File: config.mk
export PLATFORM = sky130hd
export DESIGN_NAME = ram64_arbiter
export DESIGN_NICKNAME = d
export VERILOG_FILES = /design/src/rtl/ram_arb_pkg.sv /design/src/rtl/rr_arb2.sv /design/src/rtl/ram64_arbiter.sv
export SDC_FILE = /design/constraint.sdc
export NUM_CORES = 1
export LEC_CHECK = 0
export ABC_AREA = 0
export CAP_MARGIN = 25
export CORE_ASPECT_RATIO = 0.6
export CORE_MARGIN = 2
export CORE_UTILIZATION = 38
export CTS_CLUSTER_DIAMETER = 40
export DETAILED_ROUTE_END_ITERATION = 6
export GPL_TIMING_DRIVEN = 0
export MAX_ROUTING_LAYER = met4
export PLACE_DENSITY = 0.81
export SLEW_MARGIN = 30
export SYNTH_ARGS = -nofsm -noshare
export SYNTH_HDL_FRONTEND = slang
export SYNTH_HIERARCHICAL = 1
export SYNTH_SLANG_ARGS = --single-unit
File: constraint.sdc
create_clock -name clk -period 2.2 [get_ports clk]
set_input_delay 0.44 -clock clk [delete_from_list [all_inputs] [get_ports clk]]
set_output_delay 0.44 -clock clk [all_outputs]
set_load 0.01 [all_outputs]
File: src/rtl/ram_arb_pkg.sv
// Shared state encoding and sizing constants for the RAM64 arbiter.
package ram_arb_pkg;

    typedef enum logic {
        IDLE   = 1'b0,
        ACCESS = 1'b1
    } state_e;

    localparam int RAM_ADDR_W = 6;
    localparam int RAM_DATA_W = 16;
    localparam int PORT0      = 0;
    localparam int PORT1      = 1;

endpackage

File: src/rtl/rr_arb2.sv
// Two-input grant: round-robin when FAIR != 0, else fixed priority to port 0.
module rr_arb2
    import ram_arb_pkg::*;
#(
    parameter int FAIR = 1
) (
    input  logic       clk,
    input  logic       reset,
    input  logic [1:0] req,
    output logic [1:0] gnt
);

    logic ptr_q, ptr_d;

    always_comb begin
        gnt = 2'b00;
        if ((FAIR != 0) && ptr_q) begin
            gnt[PORT1] = req[PORT1];
            gnt[PORT0] = req[PORT0] & ~req[PORT1];
        end else begin
            gnt[PORT0] = req[PORT0];
            gnt[PORT1] = req[PORT1] & ~req[PORT0];
        end
        // Next preference goes to whichever port did not just win.
        ptr_d = ptr_q;
        if (gnt[PORT0]) begin
            ptr_d = 1'b1;
        end else if (gnt[PORT1]) begin
            ptr_d = 1'b0;
        end
    end

    always_ff @(posedge clk) begin
        if (reset) begin
            ptr_q <= 1'b0;
        end else begin
            ptr_q <= ptr_d;
        end
    end

endmodule

File: src/rtl/ram64_arbiter.sv
// Two-port arbiter/sequencer in front of a RAM64 macro, one access per 2 cycles.
// Optional grant counters gcnt0/gcnt1 when RAM64_ARB_STATS_EN is defined.
module ram64_arbiter
    import ram_arb_pkg::*;
#(
    parameter int ADDR_W = RAM_ADDR_W,
    parameter int DATA_W = RAM_DATA_W,
    parameter int FAIR   = 1
) (
    input  logic              clk,
    input  logic              reset,
    input  logic              req0,
    input  logic              req1,
    input  logic              we0,
    input  logic              we1,
    input  logic [ADDR_W-1:0] addr0,
    input  logic [ADDR_W-1:0] addr1,
    input  logic [DATA_W-1:0] wdata0,
    input  logic [DATA_W-1:0] wdata1,
    output logic              gnt0,
    output logic              gnt1,
    output logic              rvalid0,
    output logic              rvalid1,
    output logic [DATA_W-1:0] rdata,
    output logic [ADDR_W-1:0] ram_addr,
    output logic [DATA_W-1:0] ram_in,
    output logic              ram_write,
    input  logic [DATA_W-1:0] ram_out
`ifdef RAM64_ARB_STATS_EN
    ,
    output logic [15:0]       gcnt0,
    output logic [15:0]       gcnt1
`endif
);

    state_e            state_q, state_d;
    logic [ADDR_W-1:0] ram_addr_q, ram_addr_d;
    logic [DATA_W-1:0] ram_in_q, ram_in_d;
    logic [DATA_W-1:0] rdata_q, rdata_d;
    logic              ram_write_q, ram_write_d;
    logic              port_q, port_d;
    logic [1:0]        rvalid_q, rvalid_d;
    logic [1:0]        arb_req, arb_gnt;

    // Arbitration only happens in an IDLE slot.
    assign arb_req = (state_q == IDLE) ? {req1, req0} : 2'b00;

    rr_arb2 #(
        .FAIR(FAIR)
    ) u_arb (
        .clk  (clk),
        .reset(reset),
        .req  (arb_req),
        .gnt  (arb_gnt)
    );

    always_comb begin
        state_d     = state_q;
        ram_addr_d  = ram_addr_q;
        ram_in_d    = ram_in_q;
        rdata_d     = rdata_q;
        port_d      = port_q;
        ram_write_d = 1'b0;
        rvalid_d    = 2'b00;
        unique case (state_q)
            IDLE: begin
                if (arb_gnt != 2'b00) begin
                    state_d     = ACCESS;
                    port_d      = arb_gnt[PORT1];
                    ram_write_d = arb_gnt[PORT1] ? we1 : we0;
                    ram_addr_d  = arb_gnt[PORT1] ? addr1 : addr0;
                    ram_in_d    = arb_gnt[PORT1] ? wdata1 : wdata0;
                end
            end
            ACCESS: begin
                state_d = IDLE;
                if (!ram_write_q) begin
                    rdata_d          = ram_out;
                    rvalid_d[port_q] = 1'b1;
                end
            end
            default: state_d = IDLE;
        endcase
    end

    always_ff @(posedge clk) begin
        if (reset) begin
            state_q     <= IDLE;
            ram_addr_q  <= '0;
            ram_in_q    <= '0;
            rdata_q     <= '0;
            ram_write_q <= 1'b0;
            port_q      <= 1'b0;
            rvalid_q    <= 2'b00;
        end else begin
            state_q     <= state_d;
            ram_addr_q  <= ram_addr_d;
            ram_in_q    <= ram_in_d;
            rdata_q     <= rdata_d;
            ram_write_q <= ram_write_d;
            port_q      <= port_d;
            rvalid_q    <= rvalid_d;
        end
    end

    assign gnt0      = arb_gnt[PORT0];
    assign gnt1      = arb_gnt[PORT1];
    assign rvalid0   = rvalid_q[PORT0];
    assign rvalid1   = rvalid_q[PORT1];
    assign rdata     = rdata_q;
    assign ram_addr  = ram_addr_q;
    assign ram_in    = ram_in_q;
    assign ram_write = ram_write_q;

`ifdef RAM64_ARB_STATS_EN
    logic [15:0] gcnt0_q, gcnt0_d, gcnt1_q, gcnt1_d;

    // Saturating grant counters.
    always_comb begin
        gcnt0_d = gcnt0_q;
        gcnt1_d = gcnt1_q;
        if (arb_gnt[PORT0] && (gcnt0_q != 16'hFFFF)) gcnt0_d = gcnt0_q + 16'd1;
        if (arb_gnt[PORT1] && (gcnt1_q != 16'hFFFF)) gcnt1_d = gcnt1_q + 16'd1;
    end

    always_ff @(posedge clk) begin
        if (reset) begin
            gcnt0_q <= '0;
            gcnt1_q <= '0;
        end else begin
            gcnt0_q <= gcnt0_d;
            gcnt1_q <= gcnt1_d;
        end
    end

    assign gcnt0 = gcnt0_q;
    assign gcnt1 = gcnt1_q;
`endif

endmodule
* Word level (Yosys, flattened, before mapping)
Cells that the tools add are included.
Cells by class: $lt $le $gt $ge 2, muxes and demuxes 11, bitwise operators 7, reduce and logical (&&, ||, !) cells 6
Operators with widths (count):
- $mux W16 | 1
- $mux W6 | 1
- $reduce_or A3 Y1 | 2
- $mux W1 | 5
- $not A1 Y1 | 5
- $mux W2 | 2
- $reduce_and A2 Y1 | 2
- $and A1 B1 Y1 | 2
- $lt A1 B2 Y1 const B | 1
- $pmux W1 S2 | 1
- $reduce_bool A2 Y1 | 1
- $demux W1 S1 | 1
- $ge A1 B1 Y1 const B | 1
- $logic_and A1 B1 Y1 | 1
Word-level totals: register bits 44, output and inout port bits 43

* Logic depth before layout (Yosys ltp)
depth after elaboration 7, depth in mapped cells 8

* By module
Netlist, hierarchy kept.
By module, submodules not included:
- ram64_arbiter | instances 1, cells an instance 188, area each 1835.5 sq um, seq. area each 860.8 sq um
- rr_arb2 | instances 1, cells an instance 7, area each 57.6 sq um, seq. area each 20.0 sq um

* Worst setup path after synthesis
Ideal clock, no wire load.
path kind input-to-reg, start point input req1, end point register ram_addr_q[0] (netlist: ram_addr[0]), library setup time 0.081 ns, data arrival time 1.860 ns, required time 2.119 ns, slack 0.259 ns, cell stages on the path 8, path buffers 3, path through nor2b_1 -> a21boi_0 -> buf_6 -> o21ba_1 -> buf_4 -> buf_4 -> nor2_1 -> a211oi_2
On the way: elaborated cells on any way between the ends 8
RTL lines:
- start, declared | line ram64_arbiter.sv:13 | input logic req1,
- $mux W2 (*) | line ram64_arbiter.sv:46 | assign arb_req = (state_q == IDLE) ? {req1, req0} : 2'b00;
- $and A1 B1 Y1 | line rr_arb2.sv:22 | gnt[PORT1] = req[PORT1] & ~req[PORT0];
- $mux W2 (*) | line rr_arb2.sv:17 | if ((FAIR != 0) && ptr_q) begin
- via gnt1 | line ram64_arbiter.sv:21 | output logic gnt1,
- $reduce_bool A2 Y1 (no line)
- $reduce_and A2 Y1 (no line)
- end signal, assigned | line ram64_arbiter.sv:97 | ram_addr_q <= ram_addr_d;
- end, declared | line ram64_arbiter.sv:37 | logic [ADDR_W-1:0] ram_addr_q, ram_addr_d;
Mark *: on every way through the listed nets, which the timed path passes. The rest lies on a longest branch. A chain may end at the register's enable or synchronous reset.

* Worst setup path in the final report
start point input req0, end point output gnt0
On the way: word-level cells in the longest chain between the ends 3
RTL lines:
- start, declared | line ram64_arbiter.sv:12 | input logic req0,
- $mux W2 (*) | line ram64_arbiter.sv:46
- via arb_req[0] | line ram64_arbiter.sv:43 | logic [1:0] arb_req, arb_gnt;
- $and A1 B1 Y1 | line rr_arb2.sv:19 | gnt[PORT0] = req[PORT0] & ~req[PORT1];
- $mux W2 (*) | line rr_arb2.sv:17
- end, declared | line ram64_arbiter.sv:20 | output logic gnt0,
Marked as above.

==> out/results.ini <==
[finish]
fin_nets = 376
area_growth_pct = 66.5
fillCellCount = 397
layout_commonest_cell = clkdlybuf4s50_1
design_area_um2 = 3150
final_cell_mix = 106 x clkdlybuf4s50_1, 44 x dfxtp_1, 32 x nand2_1
final_util_pct = 67.3
drive_gt1_share_pct = 13.8
n_antenna_cell = 0

[place]
place_area_um2 = 3050
dpl.hpwl_um = 3900
gp_congestion = 0.701
portBuffers = 108
pre_cts_ws_ps = -319

[cts]
cts_root_buf = clkbuf_8
cts_buffers = 5
ctsHoldBuffers = 0
clock-sinks = 44
clkTransAtPathRegs_ps = 80
clock_path_buffers = 2
htree_levels = 2
clock_latency_ps = 290
cts_setup_buffers = 0
cts_tree = built

[global_routing]
gr-total-overflow = 0
grt_max_degree = 13
grt_pass1_vias = 1785
antenna_found_initial = 0
grt_pass1_wl_um = 8070
track_usage_pct = 19.2

[critical_path]
start_kind = input port
crit_required_ps = 1760
cp_num_buf_inv = 3
cp_max_fo = 3
worstSetupPathType = input port to output port
cp_top_family = buffers and inverters
rr_worst_depth = 6
max_stage_delay_ps = 470
r2r_slack_ps = 330
r2r_end = ram_addr[0]$_SDFFE_PP0P_
critPathCaptureType = output port
r2r-start = state_q$_SDFF_PP0_
cp_slowest_cell = clkdlybuf4s50_1
crit_arrival_ps = 1650
path_cells = clkdlybuf4s50_1 -> nor2b_4 -> a21boi_1 -> buf_4 -> dlygate4sd2_1

[detailed_routing]
vias = 1751
drc = 0
avgRoutedWirePerCell_um = 13.3
ant_nets = 0
drt_first_pass_iters = 4
drt-vias-per-instance = 4.68
wl_um = 4990
drtIter0Drc = 44

[pwr]
ir_drop_mv = 0.305
power.leakage_nw = 1.17
power_density_nw_per_um2 = 693

[timing]
hold_violations = 0
tightest_slew_ps = 714
slew_viol_final = 0
setup-violations-final = 0
fmax_mhz = 478
fin_crit_ps = 2090
finalWorstSetupSlack_ps = 108
fin_hold_ws_ps = 454
maxSlewHeadroom_pct = 52.4
rsz0062_at_grt = false
min_period_over_period_pct = 95.1
skew_ps = 4.76

[die]
coreArea_um2 = 4680
fp-row-count = 19
die_w_um = 95.1
start_util_pct = 40.4
die_area_um2 = 5580
ioPinCount = 109
die_y_um = 58.7

[synthesis]
avgSynthCellArea_um2 = 9.71
synth_seq_cells = 44
synth_cell_types = 21
yosysWarningCount = 6
netlist_area_um2 = 1890
ys_seq_area_share_pct = 46.5
netlist_instances = 195
syn-num-nets = 261

[hold_path]
hp-class = flop to flop
hold_depth = 1
min_to = rvalid_q[0]$_SDFF_PP0_
worstHoldStart = port_q$_SDFFE_PP0P_

[status]
status = complete, no violations

[job]
maxCapViolCount = 0

## final cells by class
| type | instances | area [µm²] | share of cell area, % |
|---|---|---|---|
| repair buffers | 108 | 1080 | 34.2 |
| multi-input cells | 131 | 902 | 28.6 |
| flip-flops and latches | 44 | 881 | 27.9 |
| plain buffers | 18 | 114 | 3.61 |
| clock buffers | 8 | 90.1 | 2.86 |
| well taps | 63 | 78.8 | 2.50 |
| inverters | 2 | 7.51 | 0.238 |
## report_power, final
| part | switching (W) | internal [W] | leakage (nW) | total, W |
|---|---|---|---|---|
| clock network | 0.000262 | 0.000256 | 0.0455 | 0.000519 |
| registers | 0.0000503 | 0.000888 | 0.363 | 0.000939 |
| logic | 0.000318 | 0.000409 | 0.758 | 0.000726 |
| total | 0.000630 | 0.00155 | 1.17 | 0.00218 |
## kinds of logic (layout without fill, tap and decap cells)
family                 count (synthesis)  after routing  share of synthesized area [%]
AO/OA/AOI/OAI                         44             44                           21.0
buffers and inverters                 20            136                           6.41
AND/OR/NAND/NOR                       64             64                           13.9
flip-flops                            44             44                           46.5
multiplexers                          23             23                           12.2
## state kept, by name, summed over array words and instances (netlist names)
name,cells
port_q,1
ram_addr,6
ram_in,16
ram_write,1
rdata,16
rvalid_q,2
state_q,1
u_arb/ptr_q,1
## worst register-to-register path, delay by kind of cell, from the launching register on
family	cells	cell delay [ps]
muxes	1	310
buffers and inverters	2	450
AOI/OAI and AO/OA	2	350
DFF	1	400
and+or+nand+nor	1	220
## worst max-delay path by stage
stage	end	startpoint	slack [ps]	cells after the start
CTS	gnt0	req0	110	5
detailed placement	ram_addr[0]$_SDFFE_PP0P_	req1	-320	7
global route	ram_addr[0]$_SDFFE_PP0P_	req1	0.3	7
global placement	gnt1	req1	-250	4
floorplan	ram_addr[0]$_SDFFE_PP0P_	req1	260	8
finish	gnt0	req0	110	5
## per-stage QoR
stage | std cells | TNS [ps] | total power (W)
5_1_grt | 374 | 0 | 0.00230
6_report | 374 | 0 | 0.00218
2_1_floorplan | 195 | 0 | 0.00133
4_1_cts | 374 | 0 | 0.00220
3_5_place_dp | 366 | -5630 | 0.00169
3_3_place_gp | 366 | -4440 | 0.00168
## synth_stat cells
master    count  area (µm²)
dfxtp_1      44         881
clkbuf_1      5        18.8
inv_1         2        7.51
nor2_1       23        86.3
o21ba_1       1        10.0
a211oi_1      1        7.51
nand2b_1      2        12.5
a21boi_0      2        15.0
clkbuf_4      1        7.51
nor3b_1       1        7.51
nor2b_1       5        31.3
clkbuf_2      1        5.00
nor3_1        1        5.00
buf_6         2        22.5
a21oi_1      17        85.1
buf_4         6        45.0
o21ai_0       1        5.00
buf_2         3        15.0
a211oi_2     22         275
nand2_1      32         120
mux2i_1      23         230
## layer usage
metal | routed length [µm] | global-route usage [%] | vias to the layer above | part of all wire (%)
li1 | - | - | 892 | -
met3 | 451 | 7.30 | 4 | 9.0
met2 | 2210 | 30.4 | 58 | 44
met5 | 0 | - | - | 0
met4 | 16 | 3.73 | 0 | 0.32
met1 | 2310 | 23.6 | 797 | 46
## what timing repair did
item / CTS / global route
resized for setup: 7 / 0
endpoints found under the setup margin: 5 / 0
hold endpoints to repair: 0 / 0
(Power assumes the default switching activity.)
